$ cat src/rtl/mem_wb_pipe_pkg.sv
// Shared definitions for the MEM->WB pipeline: default field widths,
// write-back select encoding and the reset value of one slot.
package mem_wb_pipe_pkg;

   localparam int DATA_W_DEF = 32;
   localparam int REG_W_DEF  = 5;

   // Encoding of the MemtoReg control as a write-back source select.
   localparam logic WB_SEL_ALU = 1'b0;
   localparam logic WB_SEL_MEM = 1'b1;

   // One pipeline slot at the default widths.
   typedef struct packed {
      logic                  valid;
      logic [DATA_W_DEF-1:0] alu;
      logic [DATA_W_DEF-1:0] mem;
      logic [REG_W_DEF-1:0]  rd;
      logic                  mem_to_reg;
      logic                  reg_write;
   } slot_t;

   localparam slot_t SLOT_RST = '0;

endpackage

$ cat src/rtl/mem_wb_if.sv
// MEM->WB bus: MEM-stage inputs, stall/flush, forwarding lookup and
// write-back outputs. The master is the pipeline control side.
interface mem_wb_if #(
   parameter int DATA_W = 32,
   parameter int REG_W  = 5,
   parameter int CNT_W  = 32
);
   logic              in_valid;
   logic [DATA_W-1:0] alu_result;
   logic [DATA_W-1:0] mem_read_data;
   logic [REG_W-1:0]  write_reg_num;
   logic              mem_to_reg;
   logic              reg_write;
   logic              stall;
   logic              flush;
   logic [REG_W-1:0]  rs1_num;
   logic [REG_W-1:0]  rs2_num;
   logic              wb_valid;
   logic [REG_W-1:0]  wb_reg_num;
   logic [DATA_W-1:0] wb_data;
   logic              wb_we;
   logic              fwd1_hit;
   logic              fwd2_hit;
   logic [DATA_W-1:0] fwd1_data;
   logic [DATA_W-1:0] fwd2_data;
   logic [CNT_W-1:0]  retired_cnt;

   modport master (
      output in_valid, alu_result, mem_read_data, write_reg_num, mem_to_reg, reg_write,
             stall, flush, rs1_num, rs2_num,
      input  wb_valid, wb_reg_num, wb_data, wb_we, fwd1_hit, fwd2_hit,
             fwd1_data, fwd2_data, retired_cnt
   );

   modport slave (
      input  in_valid, alu_result, mem_read_data, write_reg_num, mem_to_reg, reg_write,
             stall, flush, rs1_num, rs2_num,
      output wb_valid, wb_reg_num, wb_data, wb_we, fwd1_hit, fwd2_hit,
             fwd1_data, fwd2_data, retired_cnt
   );
endinterface

$ cat src/rtl/mem_wb_pipe_slot.sv
// Single MEM->WB slot register: clear beats hold beats load.
module mem_wb_slot
   import mem_wb_pipe_pkg::*;
#(
   parameter int DATA_W = DATA_W_DEF,
   parameter int REG_W  = REG_W_DEF
) (
   input  logic              clock,
   input  logic              reset,
   input  logic              clear_i,
   input  logic              hold_i,
   input  logic              valid_i,
   input  logic [DATA_W-1:0] alu_i,
   input  logic [DATA_W-1:0] mem_i,
   input  logic [REG_W-1:0]  rd_i,
   input  logic              mem_to_reg_i,
   input  logic              reg_write_i,
   output logic              valid_o,
   output logic [DATA_W-1:0] alu_o,
   output logic [DATA_W-1:0] mem_o,
   output logic [REG_W-1:0]  rd_o,
   output logic              mem_to_reg_o,
   output logic              reg_write_o
);
   localparam int SLOT_W = 3 + 2*DATA_W + REG_W;

   logic [SLOT_W-1:0] slot_q;
   logic [SLOT_W-1:0] slot_d;

   // Next slot contents: flush empties the slot, stall keeps it, else load.
   always_comb begin
      slot_d = {valid_i, alu_i, mem_i, rd_i, mem_to_reg_i, reg_write_i};
      if (clear_i)
         slot_d = '0;
      else if (hold_i)
         slot_d = slot_q;
   end

   // Slot storage with asynchronous active-low reset.
   always_ff @(posedge clock or negedge reset) begin
      if (!reset)
         slot_q <= '0;
      else
         slot_q <= slot_d;
   end

   assign {valid_o, alu_o, mem_o, rd_o, mem_to_reg_o, reg_write_o} = slot_q;

endmodule

$ cat src/rtl/mem_wb_pipe.sv
// MEM->WB pipeline of DEPTH slots with stall/flush, write-back select,
// two-operand forwarding lookup over all slots and a retired counter.
module mem_wb_pipe
   import mem_wb_pipe_pkg::*;
#(
   parameter int DATA_W = DATA_W_DEF,
   parameter int REG_W  = REG_W_DEF,
   parameter int DEPTH  = 1,
   parameter int CNT_W  = 32
) (
   input  logic   clock,
   input  logic   reset,
   mem_wb_if.slave bus
);
   logic [DEPTH-1:0]  d_valid, d_m2r, d_rw;
   logic [DATA_W-1:0] d_alu [DEPTH];
   logic [DATA_W-1:0] d_mem [DEPTH];
   logic [REG_W-1:0]  d_rd  [DEPTH];

   logic [DEPTH-1:0]  s_valid, s_m2r, s_rw;
   logic [DATA_W-1:0] s_alu [DEPTH];
   logic [DATA_W-1:0] s_mem [DEPTH];
   logic [DATA_W-1:0] s_sel [DEPTH];
   logic [REG_W-1:0]  s_rd  [DEPTH];

   logic [CNT_W-1:0]  cnt_q, cnt_d;
   logic              leave;

   // Flush wins over stall, so under a flush the oldest slot still leaves
   // (and therefore commits) this cycle.
   assign leave = ~bus.stall | bus.flush;

   genvar gi;
   generate
      for (gi = 0; gi < DEPTH; gi++) begin : g_slot
         if (gi == 0) begin : g_head
            assign d_valid[gi] = bus.in_valid;
            assign d_alu[gi]   = bus.alu_result;
            assign d_mem[gi]   = bus.mem_read_data;
            assign d_rd[gi]    = bus.write_reg_num;
            assign d_m2r[gi]   = bus.mem_to_reg;
            assign d_rw[gi]    = bus.reg_write;
         end else begin : g_chain
            assign d_valid[gi] = s_valid[gi-1];
            assign d_alu[gi]   = s_alu[gi-1];
            assign d_mem[gi]   = s_mem[gi-1];
            assign d_rd[gi]    = s_rd[gi-1];
            assign d_m2r[gi]   = s_m2r[gi-1];
            assign d_rw[gi]    = s_rw[gi-1];
         end

         mem_wb_slot #(.DATA_W(DATA_W), .REG_W(REG_W)) u_slot (
            .clock        (clock),
            .reset        (reset),
            .clear_i      (bus.flush),
            .hold_i       (bus.stall),
            .valid_i      (d_valid[gi]),
            .alu_i        (d_alu[gi]),
            .mem_i        (d_mem[gi]),
            .rd_i         (d_rd[gi]),
            .mem_to_reg_i (d_m2r[gi]),
            .reg_write_i  (d_rw[gi]),
            .valid_o      (s_valid[gi]),
            .alu_o        (s_alu[gi]),
            .mem_o        (s_mem[gi]),
            .rd_o         (s_rd[gi]),
            .mem_to_reg_o (s_m2r[gi]),
            .reg_write_o  (s_rw[gi])
         );

         // Per-slot write-back value, shared by the WB port and forwarding.
         assign s_sel[gi] = (s_m2r[gi] == WB_SEL_ALU) ? s_alu[gi] : s_mem[gi];
      end
   endgenerate

   assign bus.wb_valid    = s_valid[DEPTH-1];
   assign bus.wb_reg_num  = s_rd[DEPTH-1];
   assign bus.wb_data     = s_sel[DEPTH-1];
   assign bus.wb_we       = s_valid[DEPTH-1] & s_rw[DEPTH-1] &
                            (s_rd[DEPTH-1] != '0) & leave;
   assign bus.retired_cnt = cnt_q;

   // Forwarding lookup: scan oldest to youngest so the youngest match wins.
   always_comb begin
      bus.fwd1_hit  = 1'b0;
      bus.fwd2_hit  = 1'b0;
      bus.fwd1_data = '0;
      bus.fwd2_data = '0;
      for (int k = DEPTH-1; k >= 0; k--) begin
         if (s_valid[k] && s_rw[k] && (s_rd[k] != '0) && (s_rd[k] == bus.rs1_num)) begin
            bus.fwd1_hit  = 1'b1;
            bus.fwd1_data = s_sel[k];
         end
         if (s_valid[k] && s_rw[k] && (s_rd[k] != '0) && (s_rd[k] == bus.rs2_num)) begin
            bus.fwd2_hit  = 1'b1;
            bus.fwd2_data = s_sel[k];
         end
      end
   end

   // Retired count advances whenever a valid oldest slot leaves the pipe.
   always_comb begin
      cnt_d = cnt_q;
      if (s_valid[DEPTH-1] && leave)
         cnt_d = cnt_q + CNT_W'(1);
   end

   // Retired counter register with asynchronous reset.
   always_ff @(posedge clock or negedge reset) begin
      if (!reset)
         cnt_q <= '0;
      else
         cnt_q <= cnt_d;
   end

endmodule

$ cat src/flat_wrapper.sv
// flat-port wrapper written by rule: the top's interface ports become plain ports
module mem_wb_pipe_flat import mem_wb_pipe_pkg::*;
#(
   parameter int DATA_W = DATA_W_DEF,
   parameter int REG_W  = REG_W_DEF,
   parameter int DEPTH  = 1,
   parameter int CNT_W  = 32
)
  (clock, reset, bus_in_valid, bus_alu_result, bus_mem_read_data, bus_write_reg_num, bus_mem_to_reg, bus_reg_write, bus_stall, bus_flush, bus_rs1_num, bus_rs2_num, bus_wb_valid, bus_wb_reg_num, bus_wb_data, bus_wb_we, bus_fwd1_hit, bus_fwd2_hit, bus_fwd1_data, bus_fwd2_data, bus_retired_cnt);
  mem_wb_if #(.DATA_W(DATA_W), .REG_W(REG_W), .CNT_W(CNT_W)) bus_i ();
  input  logic clock;
  input  logic reset;
  input wire logic [$bits(bus_i.in_valid)-1:0] bus_in_valid;
  input wire logic [$bits(bus_i.alu_result)-1:0] bus_alu_result;
  input wire logic [$bits(bus_i.mem_read_data)-1:0] bus_mem_read_data;
  input wire logic [$bits(bus_i.write_reg_num)-1:0] bus_write_reg_num;
  input wire logic [$bits(bus_i.mem_to_reg)-1:0] bus_mem_to_reg;
  input wire logic [$bits(bus_i.reg_write)-1:0] bus_reg_write;
  input wire logic [$bits(bus_i.stall)-1:0] bus_stall;
  input wire logic [$bits(bus_i.flush)-1:0] bus_flush;
  input wire logic [$bits(bus_i.rs1_num)-1:0] bus_rs1_num;
  input wire logic [$bits(bus_i.rs2_num)-1:0] bus_rs2_num;
  output wire logic [$bits(bus_i.wb_valid)-1:0] bus_wb_valid;
  output wire logic [$bits(bus_i.wb_reg_num)-1:0] bus_wb_reg_num;
  output wire logic [$bits(bus_i.wb_data)-1:0] bus_wb_data;
  output wire logic [$bits(bus_i.wb_we)-1:0] bus_wb_we;
  output wire logic [$bits(bus_i.fwd1_hit)-1:0] bus_fwd1_hit;
  output wire logic [$bits(bus_i.fwd2_hit)-1:0] bus_fwd2_hit;
  output wire logic [$bits(bus_i.fwd1_data)-1:0] bus_fwd1_data;
  output wire logic [$bits(bus_i.fwd2_data)-1:0] bus_fwd2_data;
  output wire logic [$bits(bus_i.retired_cnt)-1:0] bus_retired_cnt;
  assign bus_i.in_valid = bus_in_valid;
  assign bus_i.alu_result = bus_alu_result;
  assign bus_i.mem_read_data = bus_mem_read_data;
  assign bus_i.write_reg_num = bus_write_reg_num;
  assign bus_i.mem_to_reg = bus_mem_to_reg;
  assign bus_i.reg_write = bus_reg_write;
  assign bus_i.stall = bus_stall;
  assign bus_i.flush = bus_flush;
  assign bus_i.rs1_num = bus_rs1_num;
  assign bus_i.rs2_num = bus_rs2_num;
  assign bus_wb_valid = bus_i.wb_valid;
  assign bus_wb_reg_num = bus_i.wb_reg_num;
  assign bus_wb_data = bus_i.wb_data;
  assign bus_wb_we = bus_i.wb_we;
  assign bus_fwd1_hit = bus_i.fwd1_hit;
  assign bus_fwd2_hit = bus_i.fwd2_hit;
  assign bus_fwd1_data = bus_i.fwd1_data;
  assign bus_fwd2_data = bus_i.fwd2_data;
  assign bus_retired_cnt = bus_i.retired_cnt;
  mem_wb_pipe #(.DATA_W(DATA_W), .REG_W(REG_W), .DEPTH(DEPTH), .CNT_W(CNT_W)) u_core (.clock(clock), .reset(reset), .bus(bus_i));
endmodule
$ cat config.mk
export PLATFORM = sky130hd
export DESIGN_NAME = mem_wb_pipe_flat
export DESIGN_NICKNAME = d
export VERILOG_FILES = /design/src/rtl/mem_wb_pipe_pkg.sv /design/src/rtl/mem_wb_if.sv /design/src/rtl/mem_wb_pipe_slot.sv /design/src/rtl/mem_wb_pipe.sv /design/src/flat_wrapper.sv
export SDC_FILE = /design/constraint.sdc
export NUM_CORES = 1
export LEC_CHECK = 0
export CAP_MARGIN = 30
export CORE_ASPECT_RATIO = 1.25
export CORE_UTILIZATION = 43
export CTS_CLUSTER_DIAMETER = 150
export DETAILED_ROUTE_END_ITERATION = 8
export PLACE_DENSITY = 0.84
export SLEW_MARGIN = 20
export SYNTH_ARGS = -nofsm -noshare
export SYNTH_HDL_FRONTEND = slang
export SYNTH_SLANG_ARGS = --single-unit
$ cat constraint.sdc
create_clock -name clock -period 2.4 [get_ports clock]
set_input_delay 0.48 -clock clock [delete_from_list [all_inputs] [get_ports clock]]
set_output_delay 0.48 -clock clock [all_outputs]
set_load 0.05 [all_outputs]
**Word level (Yosys, flattened, before mapping)**

Cells that the tools add are included.
Widths: inputs -> output; s select.

- Flip-flop bits (word level): 104
- Input port bits: 86
- Logic and storage cells: 24
- Output and inout bits: 137

- Mux-type cells: 7
- Add/subtract/negate cells: 1
- Equality and inequality tests: 3
- Bitwise operators: 5
- Reductions and logical operators: 6

Operators by type and width:

| cell | number |
|---|---|
| $mux 72 | 2 |
| $mux 32 | 3 |
| $add 32x1->32 const B | 1 |
| $eq 5x5->1 | 2 |
| $logic_and 1x1->1 | 5 |
| $reduce_bool 5->1 | 1 |
| $and 1x1->1 | 3 |
| $mux 1 | 2 |
| $ne 2x1->1 const B | 1 |
| $not 1->1 | 1 |
| $or 1x1->1 | 1 |

**Depth between registers and ports, before layout**

Gate-level depths: netlist (run 1).

- Depth after elaboration: 4
- Depth in mapped cells: 7
- Gate-level depth less buffers: 5

**By module**

From an unflattened synthesis (run 1), not the netlist that was laid out.

- Cells, all modules: 529
- Area total of the unflattened synthesis: 5362.6 µm²

By module, submodules not included:

| module | area an instance (µm²) | seq. area each (µm²) | times used | cells each |
|---|---|---|---|---|
| mem_wb_slot | 2940.3 | 1801.7 | 1 | 232 |
| mem_wb_pipe | 2422.3 | 800.8 | 1 | 297 |

**Least setup slack after synthesis (run 1)**

OpenSTA, ideal clock, no wires.

- Kind: flip-flop to output port
- Start point: reg u_core.g_slot[0].u_slot.slot_q[3]
- End point: out bus_fwd1_data[14]
- Path slack: -0.539 ns
- Data required time: 1.920 ns
- Arrival: 2.459 ns
- Cell stages (with the launch flop): 7
- Buffers on the path: 2
- Cells stage by stage: dfrtp_1 > or4_1 > o211ai_1 > or4_1 > buf_2 > buf_6 > nor2_1

- Cells in the longest elaborated chain, start to end: 4
- Elaborated cells on any way between the ends: 5
- Classes of those cells: eq/ne (1); mux (1); reduce/logical (3)

Ends and longest elaborated chain:

| item | RTL line | RTL |
|---|---|---|
| start: declaration | mem_wb_pipe_slot.sv:27 | `logic [SLOT_W-1:0] slot_q;` |
| start signal: assignment | mem_wb_pipe_slot.sv:44 | `slot_q <= slot_d;` |
| $reduce_bool 5->1 | mem_wb_pipe.sv:90 | `if (s_valid[k] && s_rw[k] && (s_rd[k] != '0) && (s_rd[k] == bus.rs1_num)) begin` |
| $logic_and 1x1->1 | mem_wb_pipe.sv:90 |  |
| $logic_and 1x1->1 (*) | mem_wb_pipe.sv:90 |  |
| $mux 32 (*) | mem_wb_pipe.sv:90 |  |
| end: declaration | flat_wrapper.sv:29 | `output wire logic [$bits(bus_i.fwd1_data)-1:0] bus_fwd1_data;` |

Every way passes the cells marked *; elsewhere a longest branch is shown, timed or not.

**Worst setup path in the final report (run 1)**

- Start point: in bus_rs2_num[4]
- End point: out bus_fwd2_data[31]

- Cells in the longest elaborated chain, start to end: 3

Ends and longest elaborated chain:

| item | RTL line | RTL |
|---|---|---|
| start: declaration | flat_wrapper.sv:22 | `input wire logic [$bits(bus_i.rs2_num)-1:0] bus_rs2_num;` |
| $eq 5x5->1 | mem_wb_pipe.sv:94 | `if (s_valid[k] && s_rw[k] && (s_rd[k] != '0) && (s_rd[k] == bus.rs2_num)) begin` |
| $logic_and 1x1->1 | mem_wb_pipe.sv:94 |  |
| $mux 32 | mem_wb_pipe.sv:94 |  |
| end: declaration | flat_wrapper.sv:30 | `output wire logic [$bits(bus_i.fwd2_data)-1:0] bus_fwd2_data;` |

Every way passes these cells.

==> impl_metrics.py, run 1 <==
metrics = {
    "critical_path": {
        "r2r_setup_slack_ns": 0.48,
        "endpoint_kind": "primary output",
        "crit_type": "input port to primary output",
        "cp-start-kind": "input port",
        "cp_max_fo": 10,
        "arrival_ns": 2.37,
        "crit_required_ns": 1.92,
        "r2r_start": "u_core.bus.retired_cnt[4]",
        "worstReg2RegEnd": "u_core.bus.retired_cnt[25]",
        "rr_worst_depth": 4,
    },
    "sta": {
        "period_needed_ns": 2.85,
        "max_freq_mhz": 351,
        "period_share_pct": 119,
        "timing.final.ws_setup_ns": -0.448,
        "skew_ns": 0.00246,
        "hold_violations": 0,
        "relSlewSlack_pct": 51.4,
        "drv_slew": 0,
        "rsz0062_at_grt": "yes",
        "whs_ns": 0.0891,
        "setup_viol": 66,
        "worstMarginPinSlew_ns": 0.729,
    },
    "detailed_routing": {
        "drt-initial-drc-count": 190,
        "vias": 4888,
        "wl_per_cell_microns": 20.5,
        "ant_nets": 0,
        "wirelength_microns": 18900,
        "viasPerCell": 5.30,
        "dr.pass1.iters": 4,
        "drc_errors": 0,
    },
    "power_and_ir_drop": {
        "peakVddDrop_mv": 0.625,
        "p_leak_uw": 0.00421,
        "power_density_nw_per_um2": 484,
    },
    "clocking": {
        "cts_tree": "yes",
        "htreeDepth": 3,
        "path_clk_slew_ns": 0.07,
        "cts_hold_buf": 0,
        "cts_buffers": 9,
        "cts_sinks": 104,
        "worstSkewPairLatency_ns": 0.33,
        "cts_root_buffer": "clkbuf_16",
        "clockBufferDepth": 2,
    },
    "cells_and_area": {
        "fin_util_pct": 80.2,
        "stdcell_area_sq_um": 9450,
        "nets": 843,
        "drive_above_1_share_pct": 32.6,
        "area_delta_synth_final_pct": 79.2,
    },
    "placed_design": {
        "place_area_sq_um": 8830,
        "gp_congestion": 0.871,
        "port_buffers": 222,
        "pre_cts_ws_ns": -0.384,
        "dp_hpwl_microns": 12400,
    },
    "die": {
        "die_h_microns": 126,
        "start_util_pct": 44.7,
        "core_region_area_sq_um": 11800,
        "rows": 44,
        "die_w_microns": 101,
        "die_area_sq_um": 12700,
        "ios": 223,
    },
    "global_route": {
        "grt_usage_pct": 28.3,
        "overflow": 0,
        "antenna_found_initial": 1,
        "grt_pass1_wl_microns": 27400,
        "grt_start_max_net_pins": 73,
        "grt_pass1_vias": 4902,
    },
    "synthesis": {
        "ys_types": 25,
        "synth.area.mux_share_pct": 20.0,
        "avgSynthCellArea_sq_um": 10.0,
        "yosys.area_share.xor_xnor_pct": 6.81,
        "synth_top_family_by_area": "multiplexers",
        "synth.cell_area_sq_um": 5270,
        "seq_area_frac_synth_pct": 49.4,
        "synth_compound_area_share_pct": 0.237,
        "syn_inst": 525,
        "syn_nets": 612,
        "synthAdderAreaFrac_pct": 0.237,
        "synthSimpleGateAreaFrac_pct": 17.0,
        "yosys_warnings": 0,
        "ys_seq_elements": 104,
    },
    "job": {
        "cap_violations": 0,
    },
    "outcome": {
        "status": "complete, but fails checks",
        "violations": "setup timing",
    },
    "hold_path": {
        "hp-class": "input port to asynchronous set/reset pin",
    },
}
synth_stat cells, drive strengths merged:
master / number / area share [%]
o211ai: 1 / 0.14
nand3: 14 / 1.3
and2: 3 / 0.36
dfrtp: 104 / 49
nand2: 7 / 0.50
nand4b: 2 / 0.33
buf: 24 / 3.0
inv: 36 / 2.6
mux2: 1 / 0.21
xor2: 5 / 0.83
mux2i: 104 / 20
or4: 3 / 0.43
and3: 10 / 1.2
ha: 1 / 0.24
nand2b: 1 / 0.12
nor2: 138 / 9.9
nor3: 2 / 0.19
nand4: 14 / 1.7
clkbuf: 12 / 0.85
xnor2: 36 / 6.0
nor4: 1 / 0.12
o21ai: 1 / 0.095
and4: 5 / 0.83
layer usage:
layer	up-vias	track usage, %	routed length, microns
met4	0	11.4	678
met2	242	49.5	9810
met5	-	0	0
met1	2417	32.8	6900
li1	2181	-	-
met3	48	7.27	1500
critical path, cell delays in order:
cell,delay (ns)
clkdlybuf4s50_1,0.46
xnor2_1,0.22
nand3_1,0.13
or4_4,0.54
buf_12,0.21
nor2_2,0.16
buf_12,0.15
repair_timing:
| action | CTS | global route |
|---|---|---|
| pin swaps | 3 | 4 |
| setup buffers | 2 | 0 |
| setup endpoints to repair | 74 | 81 |
| gates resized for setup | 21 | 19 |
| cloned | 4 | 0 |
report_power, final:
part,internal [uW],total (uW),leakage (uW),switching (uW)
Clock,863,1470,0.000150,611
Combinational,452,1120,0.00267,673
Sequential,1860,1970,0.00139,110
per-stage QoR:
stage                     TNS, ns  power (uW)  cells
after global placement     -19.06        3030    900
after CTS                  -23.02        4540    922
after floorplan            -0.621        2600    525
final                      -24.54        4570    923
after global routing       -28.56        4730    923
after detailed placement   -22.15        3060    900
area by class of cell:
type | instances | area [sq um]
multi-input combinational | 349 | 2910
tap | 161 | 201
sequential | 104 | 2610
antenna | 1 | 2.50
fill | 659 | 2340
inverter | 36 | 143
clock buffer | 13 | 260
timing repair buffer | 256 | 3280
clock inverter | 3 | 40.0
registers in the layout (all words and copies together) (netlist names):
name and count:
u_core.bus.retired_cnt 32, u_core.g_slot.u_slot.slot_q 72
worst max path at each step:
stage	from	endpoint	slack, ns	depth (start not counted)
after floorplan	u_core.g_slot[0].u_slot.slot_q[4]	bus_fwd2_hit	-0.02	6
after global placement	bus_rs2_num[0]	bus_fwd2_data[7]	-0.33	7
after detailed placement	bus_rs2_num[4]	bus_fwd2_data[12]	-0.38	7
after CTS	u_core.g_slot[0].u_slot.slot_q[4]	bus_fwd2_hit	-0.39	6
after global routing	bus_rs2_num[4]	bus_fwd2_data[31]	-0.51	7
final	bus_rs2_num[4]	bus_fwd2_data[31]	-0.45	7
cells in the final DEF, fill, tap and decap left out, types with 3 or more instances in the layout:
| cell type | Yosys | layout |
|---|---|---|
| buf_16 | 0 | 6 |
| clkbuf_16 | 0 | 9 |
| and3_1 | 10 | 10 |
| and2_1 | 3 | 3 |
| nand2_1 | 7 | 7 |
| dfrtp_1 | 104 | 97 |
| nand3_1 | 14 | 14 |
| xnor2_1 | 36 | 34 |
| nand4_1 | 14 | 14 |
| and4_1 | 5 | 5 |
| xor2_1 | 5 | 5 |
| buf_4 | 0 | 53 |
| mux2i_2 | 0 | 17 |
| mux2i_1 | 104 | 85 |
| nor2_1 | 136 | 74 |
| inv_1 | 36 | 34 |
| buf_12 | 0 | 74 |
| nor2_4 | 0 | 62 |
| clkdlybuf4s50_1 | 0 | 119 |
| or4_4 | 0 | 3 |
| dfrtp_2 | 0 | 7 |
cell families (layout without fill, tap and decap cells):
family / count (synthesis) / count (layout)
and+or+nand+nor: 200 / 200
AOI/OAI and AO/OA: 2 / 2
xor gates and xnor gates: 41 / 41
DFF: 104 / 104
adders and majority gates: 1 / 1
buffers and inverters: 72 / 308
muxes: 105 / 105
other: 0 / 1
No activity file was read; power rests on OpenSTA's default activity.
==> run 2, diff against run 1 <==
--- a/config.mk
+++ b/config.mk
@@ -11,7 +11,6 @@
 export CTS_CLUSTER_DIAMETER = 150
 export DETAILED_ROUTE_END_ITERATION = 8
 export PLACE_DENSITY = 0.84
-export SLEW_MARGIN = 20
 export SYNTH_ARGS = -nofsm -noshare
 export SYNTH_HDL_FRONTEND = slang
 export SYNTH_SLANG_ARGS = --single-unit
==> results of run 2 <==
Same layout as run 1: the final DEF is identical, and so are final timing and power.
